--- src/rtl/copro_result_buffer.sv ---
// Result buffer between the non-stallable coprocessor ALU and the CV-X-IF result channel.
// Captures one-cycle ALU result pulses in a circular FIFO and throttles issue so it can never overflow.
module copro_result_buffer #(
    parameter int unsigned XLEN           = 32,
    parameter int unsigned Depth          = 4,
    parameter type         hartid_t       = logic,
    parameter type         id_t           = logic,
    parameter bit          ProtocolChecks = 1'b1
) (
    input  logic                       clk_i,
    input  logic                       rst_ni,
    input  logic                       issue_fire_i,
    output logic                       issue_ready_o,
    input  logic                       alu_valid_i,
    input  logic [XLEN-1:0]            alu_result_i,
    input  hartid_t                    alu_hartid_i,
    input  id_t                        alu_id_i,
    input  logic [4:0]                 alu_rd_i,
    input  logic                       alu_we_i,
    output logic                       result_valid_o,
    input  logic                       result_ready_i,
    output logic [XLEN-1:0]            result_data_o,
    output hartid_t                    result_hartid_o,
    output id_t                        result_id_o,
    output logic [4:0]                 result_rd_o,
    output logic                       result_we_o,
    output logic [$clog2(Depth+1)-1:0] count_o,
    output logic                       overflow_o
);
    localparam int unsigned CW = $clog2(Depth + 1);
    localparam int unsigned PW = (Depth > 1) ? $clog2(Depth) : 1;
    localparam logic [CW-1:0] DEPTH_C = CW'(Depth);
    localparam logic [PW-1:0] LAST_C  = PW'(Depth - 1);

    typedef struct packed {
        logic [XLEN-1:0] data;
        hartid_t         hartid;
        id_t             id;
        logic [4:0]      rd;
        logic            we;
    } entry_t;

    entry_t          mem_q [Depth];
    entry_t          wr_entry;
    entry_t          head;
    logic [PW-1:0]   wptr_q, rptr_q;
    logic [CW-1:0]   count_q;
    logic            pending_q;
    logic            overflow_q;
    logic            full, push, pop;
    logic [CW:0]     credit;

    assign full     = (count_q == DEPTH_C);
    assign pop      = result_valid_o && result_ready_i;
    assign push     = alu_valid_i && (!full || pop);
    assign wr_entry = '{data: alu_result_i, hartid: alu_hartid_i, id: alu_id_i,
                        rd: alu_rd_i, we: alu_we_i};

    // Credit counts results already stored plus the one still in flight in the ALU.
    assign credit        = {1'b0, count_q} + {{CW{1'b0}}, pending_q};
    assign issue_ready_o = (credit < {1'b0, DEPTH_C});

    always_ff @(posedge clk_i or negedge rst_ni) begin
        if (!rst_ni) begin
            for (int i = 0; i < int'(Depth); i++) mem_q[i] <= '0;
            wptr_q     <= '0;
            rptr_q     <= '0;
            count_q    <= '0;
            pending_q  <= 1'b0;
            overflow_q <= 1'b0;
        end else begin
            pending_q <= issue_fire_i;
            if (push) begin
                mem_q[wptr_q] <= wr_entry;
                wptr_q        <= (wptr_q == LAST_C) ? '0 : wptr_q + 1'b1;
            end
            if (pop) rptr_q <= (rptr_q == LAST_C) ? '0 : rptr_q + 1'b1;
            if (push && !pop)      count_q <= count_q + 1'b1;
            else if (!push && pop) count_q <= count_q - 1'b1;
            if (alu_valid_i && !push) overflow_q <= 1'b1;
        end
    end

    // Head is read straight from storage, so a new entry is visible only after it is written.
    assign head            = mem_q[rptr_q];
    assign result_valid_o  = (count_q != '0);
    assign result_data_o   = head.data;
    assign result_hartid_o = head.hartid;
    assign result_id_o     = head.id;
    assign result_rd_o     = head.rd;
    assign result_we_o     = head.we;
    assign count_o         = count_q;
    assign overflow_o      = overflow_q;

    generate
        if (ProtocolChecks) begin : g_chk
            a_issue_credit: assert property (@(posedge clk_i) disable iff (!rst_ni)
                issue_fire_i |-> issue_ready_o);
            a_alu_latency: assert property (@(posedge clk_i) disable iff (!rst_ni)
                alu_valid_i == pending_q);
        end
    endgenerate
endmodule
--- config.mk ---
export PLATFORM = sky130hd
export DESIGN_NAME = copro_result_buffer
export DESIGN_NICKNAME = d
export VERILOG_FILES = /design/src/rtl/copro_result_buffer.sv
export SDC_FILE = /design/constraint.sdc
export NUM_CORES = 1
export LEC_CHECK = 0
export BUFFER_PORTS_ARGS = -buffer_cell sky130_fd_sc_hd__buf_2
export CAP_MARGIN = 30
export CORE_MARGIN = 8
export CORE_UTILIZATION = 30
export CTS_CLUSTER_SIZE = 25
export DETAILED_ROUTE_END_ITERATION = 10
export GPL_TIMING_DRIVEN = 1
export PLACE_DENSITY_LB_ADDON = 0.08
export SYNTH_ARGS = -nofsm -noshare
export SYNTH_HDL_FRONTEND = slang
export SYNTH_SLANG_ARGS = --single-unit
--- constraint.sdc ---
create_clock -name clk_i -period 5.54 [get_ports clk_i]
set_input_delay 0.831 -clock clk_i [delete_from_list [all_inputs] [get_ports clk_i]]
set_output_delay 0.831 -clock clk_i [all_outputs]
set_load 0.005 [all_outputs]
---- Yosys cells after proc, flatten, opt, wreduce, memory -nomap -nowiden ----
Index checks and enable logic that the tools add are counted.
word-level totals
  register bits after elaboration ......... 169
  input port bits ......................... 45
operators by class
  $add $sub $neg .......................... 5
  magnitude comparators ................... 4
  eq/ne operators ......................... 3
  multiplexer cells ....................... 10
  bitwise operators ....................... 2
  reductions and logical operators ........ 12
operator list
  operator                                                                      number
  160-bit bitwise mux                                                           1
  40-bit two-way mux                                                            3
  40-bit binary-select mux with 2-bit select                                    1
  40-bit demux with 2-bit select                                                1
  3-bit greater-or-equal comparator, second input constant                      2
  1-bit logical AND                                                             6
  3-bit two-way mux                                                             2
  2-bit inverter with 3-bit output                                              2
  2-bit by 1-bit adder with 2-bit output, second input constant                 2
  3-bit by 1-bit adder with 4-bit output                                        1
  2-bit == test, second input constant                                          2
  4-bit by 3-bit less-than comparator with 1-bit output, second input constant  1
  2-bit two-way mux                                                             2
  3-bit by 1-bit adder with 3-bit output, second input constant                 1
  3-bit == test, second input constant                                          1
  1-bit logical NOT                                                             3
  3-bit by 1-bit less-than comparator with 1-bit output, second input constant  1
  3-bit nonzero test                                                            1
  3-bit by 1-bit subtractor with 3-bit output, second input constant            1
  2-bit nonzero test                                                            1
  1-bit logical OR                                                              1

---- Logic depth before layout (Yosys ltp) ----
Gate-level depths: netlist of run 1.
  depth in word-level cells ............... 8
  gate-level depth with buffers ........... 9

---- Worst setup path before layout of run 1 ----
OpenSTA, ideal clock, no wires.
  path kind ............................... input to register
  start ................................... in result_ready_i
  end ..................................... reg count_q[1], in the netlist count_o[1]
  setup time .............................. 125 ps
  arrival time ............................ 2,406 ps
  data required time ...................... 5,415 ps
  slack ................................... 3,009 ps
  stages on the path ...................... 7
  cells stage by stage .................... or4b_4 > nand2_1 > inv_1 > ha_1 > inv_1 > fa_1 > mux2_2
on the way
  longest elaborated chain between the ends .. 6
ends and longest elaborated chain
  element                              RTL line  source
  start: declaration                   21        input logic result_ready_i,
  1-bit logical AND (*)                54        assign pop = result_valid_o && result_ready_i;
  1-bit logical OR (*)                 55        assign push = alu_valid_i && (!full || pop);
  1-bit logical AND (*)                55
  net push                             50        logic full, push, pop;
  1-bit logical NOT                    79        else if (!push && pop) count_q <= count_q - 1'b1;
  1-bit logical AND                    79
  2-bit nonzero test (no source line)  n/a
  end signal: assignment               78        if (push && !pop) count_q <= count_q + 1'b1;
  end signal: assignment               79
  end: declaration                     47        logic [CW-1:0] count_q;
Mark *: on every way through the listed nets, which the timed path passes. The rest lies on a longest branch.
A chain may end at the register's enable or synchronous reset.

---- Worst setup path after layout of run 1 ----
  start ................................... reg rptr_q[0]
  end ..................................... out result_rd_o[0]
on the way
  longest elaborated chain between the ends .. 4
ends and longest elaborated chain
  element                                                 RTL line  source
  start: declaration                                      46        logic [PW-1:0] wptr_q, rptr_q;
  start signal: assignment                                77        if (pop) rptr_q <= (rptr_q == LAST_C) ? '0 : rptr_q + 1'b1;
  2-bit inverter with 3-bit output (implied by the code)  85        assign head = mem_q[rptr_q];
  40-bit binary-select mux with 2-bit select              85
  40-bit two-way mux (implied by the code) (2 in a row)   85
  end: declaration                                        25        output logic [4:0] result_rd_o,
No other way between the ends. The select of a mux whose other input is x is not followed.

==> metrics.md, run 1 <==
| Metric | Value |
|---|---|
| Status | `finished, final reports clean` |
| Mux share of post-synthesis cell area | `roughly 40%` |
| Top-count cell post-synth | `dfrtp_1` |
| Dpl hpwl | `about 11 mm` |
| Largest net degree at the start of global routing | `95` |
| P_int | `4.347 mW` |
| GPL Wtd Cong | `between 0.6 and 0.7` |
| Clock share of power | `between 20% and 30%` |
| Syn nets | `between 400 and 500` |
| Netlist cell types | `21` |
| Largest area contributor in the netlist | `dfrtp_1` |
| Post-Synthesis Mean Instance Area | `approximately 19 um2` |
| Buffers on Ports | `90` |
| Main combinational cell family by area after synthesis | `multiplexers` |
| # setup viols final | `0` |
| Layout filler cell count | `roughly 2,500` |
| Worst-Margin Slew | `~0.96 ns` |
| Crit. End Element | `output pin` |
| Initial antenna violation count | `1` |
| TritonCTS buffer count | `17` |
| Fin Setup TNS | `0 ns` |
| CTS Root Cell | `clkbuf_16` |
| Max-cap violations | `0` |
| Sw Ratio | `between 20% and 30%` |
| Routed length on met3 | `775 um` |
| Area of the die | `0.03294 mm2` |
| Critical Setup Path Class | `flop to output pin` |
| Fin crit period | `a little over 3 ns` |
| Clock Skews | `0.01187 ns` |
| Met2 wire length | `8.670 mm` |
| DR iter-0 viols | `174` |
| Initial Utilization | `30.48%` |
| Clk buf depth | `2` |
| CP arrival | `2.19 ns` |
| Area Growth Syn to Fin | `14.73%` |
| Post-Synth Simple-Gate Area | `less than 1%` |
| Reg clk slew, reported paths | `0.07 ns` |
| Max VDD drop | `192.1 uV` |
| Nets@finish | `569` |
| Final hold vios | `0` |
| Drt wl/cell | `21.22 um` |
| Startpoint type of the worst setup path | `flop` |
| Vias per cell | `4.646` |
| Combinational Power Share | `~43%` |
| Area of the multi-input gates | `about 0.0036 mm2` |
| Sequential cell area | `around 0.0042 mm2` |
| Ports | `a little over 90` |
| Post-route ant nets | `0` |
| Core ar. | `approximately 0.027 mm2` |
| CTS tree | `built` |
| Placed Area | `about 0.0088 mm2` |
| Asr flop ratio synth | `between 90% and 100%` |
| Switching power | `1.861 mW` |
| Seq/Total Area, Yosys | `between 50% and 60%` |
| DRT Pass-1 Iters | `4` |
| RSZ-0062 raised after global routing | `false` |
| M1 wire length | `about 8.8 mm` |
| XOR/XNOR share of the synthesized area | `0.3198%` |
| First-pass GRT wire length | `about 30 mm` |
| CTS Sinks | `169` |
| Sequential share of power | `a little under two fifths` |
| Number of setup buffers added after CTS | `0` |
| Ys flop type | `dfrtp_1` |
| Required @ worst endpoint | `~4.7 ns` |
| Height of the die | `181.5 um` |
| Die W | `181.5 um` |
| Hold Buf Count CTS | `0` |
| Crit Path Max Fanout | `23` |
| All-Layer GR Usage | `11.74%` |
| Cells after Synth | `approximately 430` |
| DRT Wirelength | `between 15 and 20 mm` |
| Worst-Skew Late Latency | `0.43 ns` |
| N_diodes | `0` |
| Layout cells sized above 1 | `63.89%` |
| GR Overflow Total | `0` |
| DRC | `0` |
| Min-delay worst type | `primary input to asynchronous set/reset pin` |
| # H-tree levels | `4` |
| Finished layout cell area | `between 0.009 and 0.01 mm2` |
| FMAX | `roughly 330 MHz` |
| Number of flops mapped to enable cells by yosys | `0` |
| Top routing layer used | `met5` |
| Post-synth top area share | `between 50% and 60%` |
| FF+latch count, synth | `between 150 and 200` |
| Adder-Cell Fraction of Synth Area | `1.157%` |
| Final worst path period share | `a little over half` |
| Row count | `60` |
| Routed via count | `4,042` |
| Synth warn | `0` |
| Compound-cell area share of the yosys netlist | `less than 1%` |
| Post-cts resize count | `0` |
| P per Cell Area | `~660 mW/mm2` |
| Most frequent cells after synthesis | `dfrtp_1 (169), mux2_4 (160), mux4_2 (40), buf_12 (16), ha_1 (6)` |
| Post-Syn Area | `~0.0082 mm2` |
| Pins Over Slew Limit | `0` |
| Synth area leaders | `dfrtp_1 (51%), mux2_4 (29%), mux4_2 (11%)` |
| Slew HR | `36.30%` |
| LEAKAGE | `approximately 4.2 nW` |
| Vias in the first global route | `roughly 4,700` |
## metrics by stage
| stage | total power, mW | cells | hold WS [ns] | worst slack (ns) | util [%] |
|---|---|---|---|---|---|
| after floorplan | 4.287 | 432 | 0.4678 | 3.009 | - |
| after global placement | 4.966 | 835 | 0.4639 | 2.762 | 32.44 |
| after detailed placement | 5.029 | 836 | 0.4822 | 2.782 | 32.52 |
| after CTS | 6.316 | 867 | 0.4637 | 2.437 | 34.75 |
| after global routing | 6.603 | 870 | 0.4801 | 2.375 | 34.97 |
| final | 6.208 | 870 | 0.4172 | 2.518 | 34.97 |
## routing by layer
| metal | vias up | track usage [%] |
|---|---|---|
| met5 | - | 0 |
| met1 | 2207 | 15.63 |
| met2 | 75 | 18.50 |
| met4 | 2 | 2.657 |
| met3 | 9 | 3.593 |
| li1 | 1749 | - |
## flip-flops by register name, indices dropped and copies added, names as in the netlist
name / flops
wptr_q: 2
count_o: 3
pending_q: 1
rptr_q: 2
mem_q: 160
overflow_o: 1
## path summary, 6_finish.rpt
path | start | endpoint | slack (ns) | cells past startpoint
max | rptr_q[0]$_DFFE_PN0P_ | result_rd_o[0] | 2.52 | 3
max in group asynchronous | rst_ni | rptr_q[0]$_DFFE_PN0P_ | 4.09 | 2
min | rst_ni | mem_q[110]$_DFFE_PN0P_ | 0.42 | 1
min reg2reg | overflow_o$_DFFE_PN0P_ | overflow_o$_DFFE_PN0P_ | 0.50 | 1
max reg2reg | count_o[0]$_DFFE_PN0P_ | count_o[1]$_DFFE_PN0P_ | 3.21 | 7
min in group clk_i | overflow_o$_DFFE_PN0P_ | overflow_o$_DFFE_PN0P_ | 0.50 | 1
## critical path: stages (launching register included)
cell and delay [ns]:
dfrtp_4 0.76, buf_12 0.30, mux4_2 0.55, buf_2 0.15
## cells in the final DEF, fill, tap and decap left out
cell type   instances
dfrtp_1           167
mux2_4            160
buf_2              89
mux4_2             40
clkbuf_16          17
ha_1                6
inv_1               5
mux2_2              5
buf_12              5
and3_4              4
clkinvlp_4          4
nor2_1              3
bufinv_16           3
nand2_1             2
xor2_1              2
clkinv_4            2
clkbuf_1            2
inv_8               2
or4b_4              1
or3_2               1
a31oi_1             1
xnor2_1             1
o21bai_1            1
fa_1                1
inv_6               1
buf_6               1
buf_4               1
dfrtp_4             1
dfrtp_2             1
## power groups by stage
stage          registers, mW  clock network, mW  logic, mW
6_report                2.31               1.24       2.65
5_1_grt                 2.40               1.33       2.87
4_1_cts                 2.32               1.28       2.71
3_5_place_dp            2.33                  0       2.70
3_3_place_gp            2.37                  0       2.59
2_1_floorplan           2.12                  0       2.17
## layout make-up
class	count	share of cell area, %
repair buffers	96	5.987
well taps	341	4.527
clock buffers	19	4.593
clock inverters	12	1.792
flip-flops and latches	169	44.92
multi-input cells	228	37.98
inverters	5	0.1991
## cells by family (layout without fill, tap and decap cells)
logic type / count (synthesis) / after routing
buffers and inverters: 35 / 132
AND/OR/NAND/NOR: 11 / 11
adder cells (fa/ha/maj): 7 / 7
multiplexers: 205 / 205
flip-flops: 169 / 169
XOR/XNOR: 3 / 3
AO/OA/AOI/OAI: 2 / 2
Note: power is estimated with default switching activity, not from simulation.
==> inputs of run 2 (changes only) <==
Clock period 5.54 ns to 3 ns, I/O delays scaled along.
==> run 2 against run 1 <==
Effect of this change:
- global-route usage is essentially flat
- clock skew grew 0.0015 ns
- flip-flop and latch count did not move
- clock-buffer cell count up 2
- critical path depth stayed put
- first-iteration DRC count down 36%
==> metrics.md, run 2 (synthesized netlist as in run 1, its figures left out) <==
| Metric | Value |
|---|---|
| CTS Root Cell | `clkbuf_16 (unchanged)` |
| All-Layer GR Usage | `11.74% (about the same)` |
| Worst-Skew Late Latency | `0.42 ns (was 0.43 ns)` |
| Worst r2r path cells | `7 (unchanged)` |
| Most frequent cells in the layout | `dfrtp_1 (167), mux2_4 (160), buf_2 (89) (unchanged)` |
| Sw Ratio | `29.32% (was 29.98%)` |
| CP endpoint | `result_data_o[3] (was result_rd_o[0])` |
| Height of the die | `181.5 um (unchanged)` |
| N_diodes | `0 (unchanged)` |
| Switching power | `3.392 mW (was 1.861 mW)` |
| RR Endpoint | `count_o[1]$_DFFE_PN0P_ (unchanged)` |
| DRT Wirelength | `18.45 mm (was 18.46 mm)` |
| Layout cells sized above 1 | `63.91% (was 63.89%)` |
| Max VDD drop | `425.7 uV (was 192.1 uV)` |
| DRT Pass-1 Iters | `4 (unchanged)` |
| Row count | `60 (unchanged)` |
| Sequential share of power | `36.8% (was 37.3%)` |
| GR Overflow Total | `0 (unchanged)` |
| Die W | `181.5 um (unchanged)` |
| DR iter-0 viols | `111 (was 174)` |
| Post-cts resize count | `0 (unchanged)` |
| Crit Path Max Fanout | `20 (was 23)` |
| Hold Buf Count CTS | `1 (was 0)` |
| Fin Setup TNS | `0 ns (unchanged)` |
| P per Cell Area | `1222 mW/mm2 (was 658.7 mW/mm2)` |
| DRC | `0 (unchanged)` |
| Final Total Pwr | `11.57 mW (was 6.208 mW)` |
| Buffers on Ports | `90 (unchanged)` |
| First-pass GRT wire length | `29.77 mm (was 29.73 mm)` |
| Final Util | `35.13% (was 34.97%)` |
| Ports | `91 (unchanged)` |
| Area Growth Syn to Fin | `15.25% (was 14.73%)` |
| Required @ worst endpoint | `2.55 ns (was 4.71 ns)` |
| RSZ-0062 raised after global routing | `false (unchanged)` |
| Drt wl/cell | `21.14 um (was 21.22 um)` |
| Fin crit period | `approximately 2.6 ns` |
| Crit. End Element | `output pin (unchanged)` |
| CTS Sinks | `169 (unchanged)` |
| Max-cap violations | `0 (unchanged)` |
| Combinational Power Share | `42.7% (about the same)` |
| Vias per cell | `4.562 (was 4.646)` |
| Core ar. | `0.02695 mm2 (unchanged)` |
| Slew HR | `34.57% (was 36.30%)` |
| Clock Skews | `0.01340 ns (was 0.01187 ns)` |
| Nets@finish | `572 (was 569)` |
| CTS tree | `built (unchanged)` |
| # H-tree levels | `4 (unchanged)` |
| Initial Utilization | `30.48% (unchanged)` |
| Pins Over Slew Limit | `0 (unchanged)` |
| Reg-to-Reg Start | `count_o[1]$_DFFE_PN0P_ (was count_o[0]$_DFFE_PN0P_)` |
| Dpl hpwl | `10.99 mm (was 10.95 mm)` |
| CP arrival | `2.12 ns (was 2.19 ns)` |
| Area of the die | `0.03294 mm2 (unchanged)` |
| Placed Area | `0.008833 mm2 (was 0.008763 mm2)` |
| Post-route ant nets | `0 (unchanged)` |
| Largest net degree at the start of global routing | `79 (was 95)` |
| Worst-Margin Slew | `0.9815 ns (was 0.9554 ns)` |
| Final hold vios | `0 (unchanged)` |
| FMAX | `slightly below 400 MHz` |
| Critical path origin | `rptr_q[0]$_DFFE_PN0P_ (unchanged)` |
| Critical Setup Path Class | `flop to output pin (unchanged)` |
| WHS | `0.1356 ns (was 0.4172 ns)` |
| Routed via count | `3,983 (was 4,042)` |
| Clk buf depth | `2 (unchanged)` |
| Clock share of power | `20.5% (was 20.0%)` |
| GPL Wtd Cong | `0.6827 (was 0.6775)` |
| Reg clk slew, reported paths | `0.07 ns (about the same)` |
| P_int | `8.174 mW (was 4.347 mW)` |
| Max reg flops | `160 (unchanged)` |
| Number of setup buffers added after CTS | `0 (unchanged)` |
| Status | `finished, final reports clean (unchanged)` |
| Min-delay worst type | `primary input to flop (was primary input to asynchronous set/reset pin)` |
| Final worst path period share | `85.67%` |
| Finished layout cell area | `0.009468 mm2 (was 0.009425 mm2)` |
| Setup slack, reg-to-reg | `0.69 ns (was 3.21 ns)` |
| LEAKAGE | `4.258 nW (was 4.219 nW)` |
| Reg with most FFs | `mem_q (unchanged)` |
| Startpoint type of the worst setup path | `flop (unchanged)` |
| Vias in the first global route | `4,757 (was 4,719)` |
| Commonest non-fill, non-tap cell in the layout | `dfrtp_1 (unchanged)` |
| Initial antenna violation count | `1 (unchanged)` |
| # setup viols final | `0 (unchanged)` |
| TritonCTS buffer count | `17 (unchanged)` |
==> run 2: changes by cell type in the layout (fill, tap and decap cells not counted) <==
cell           delta
buf_4             +3
clkinvlp_4        -3
buf_12            -2
clkbuf_8          +2
clkinv_2          +2
inv_8             -2
buf_16            +1
bufinv_16         +1
clkinv_4          -1
dlygate4sd3_1     +1
inv_6             +1
==> run 2: worst max-delay path, stage by stage, from the launching register on <==
cell and delay [ns]:
dfrtp_4 0.74, buf_12 0.26, mux4_2 0.55, buf_2 0.15
==> run 2: metal layers <==
layer / GRT usage, % / wire [um]
met1: 15.57 / 8875
met2: 18.73 / 8720
met3: 3.393 / 717
met4: 2.657 / 126
met5: 0 / 12
==> run 2: area by class of cell <==
| class | count | area [um2] |
|---|---|---|
| clock buffers | 21 | 460.4 |
| flip-flops and latches | 169 | 4234 |
| fillers | 2541 | 17480 |
| inverters | 5 | 18.77 |
| well taps | 341 | 426.7 |
| multi-input cells | 228 | 3580 |
| clock inverters | 10 | 163.9 |
| repair buffers | 99 | 584.3 |
==> run 2: power groups by stage <==
| stage | Sequential, mW | Clock (mW) | Combinational, mW |
|---|---|---|---|
| final | 4.25 | 2.37 | 4.94 |
| after detailed placement | 4.27 | 0 | 5.07 |
| after global placement | 4.24 | 0 | 4.98 |
| after CTS | 4.27 | 2.46 | 5.08 |
| after floorplan | 3.91 | 0 | 4.00 |
| after global routing | 4.43 | 2.54 | 5.35 |
==> run 2: how the worst min path moves through the flow <==
stage,start,end,slack [ns],cells past startpoint
after global placement,rst_ni,mem_q[110]$_DFFE_PN0P_,0.33,1
after global routing,issue_fire_i,pending_q$_DFF_PN0_,0.11,1
after detailed placement,rst_ni,mem_q[110]$_DFFE_PN0P_,0.33,1
after CTS,issue_fire_i,pending_q$_DFF_PN0_,0.11,1
after floorplan,rst_ni,count_o[0]$_DFFE_PN0P_,0.15,0
final,issue_fire_i,pending_q$_DFF_PN0_,0.14,1
==> run 2: through the flow <==
stage | cells | worst slack (ns)
5_1_grt | 873 | 0.3059
6_report | 873 | 0.4300
4_1_cts | 873 | 0.3492
3_3_place_gp | 840 | 0.6552
2_1_floorplan | 432 | 0.8047
3_5_place_dp | 841 | 0.6322
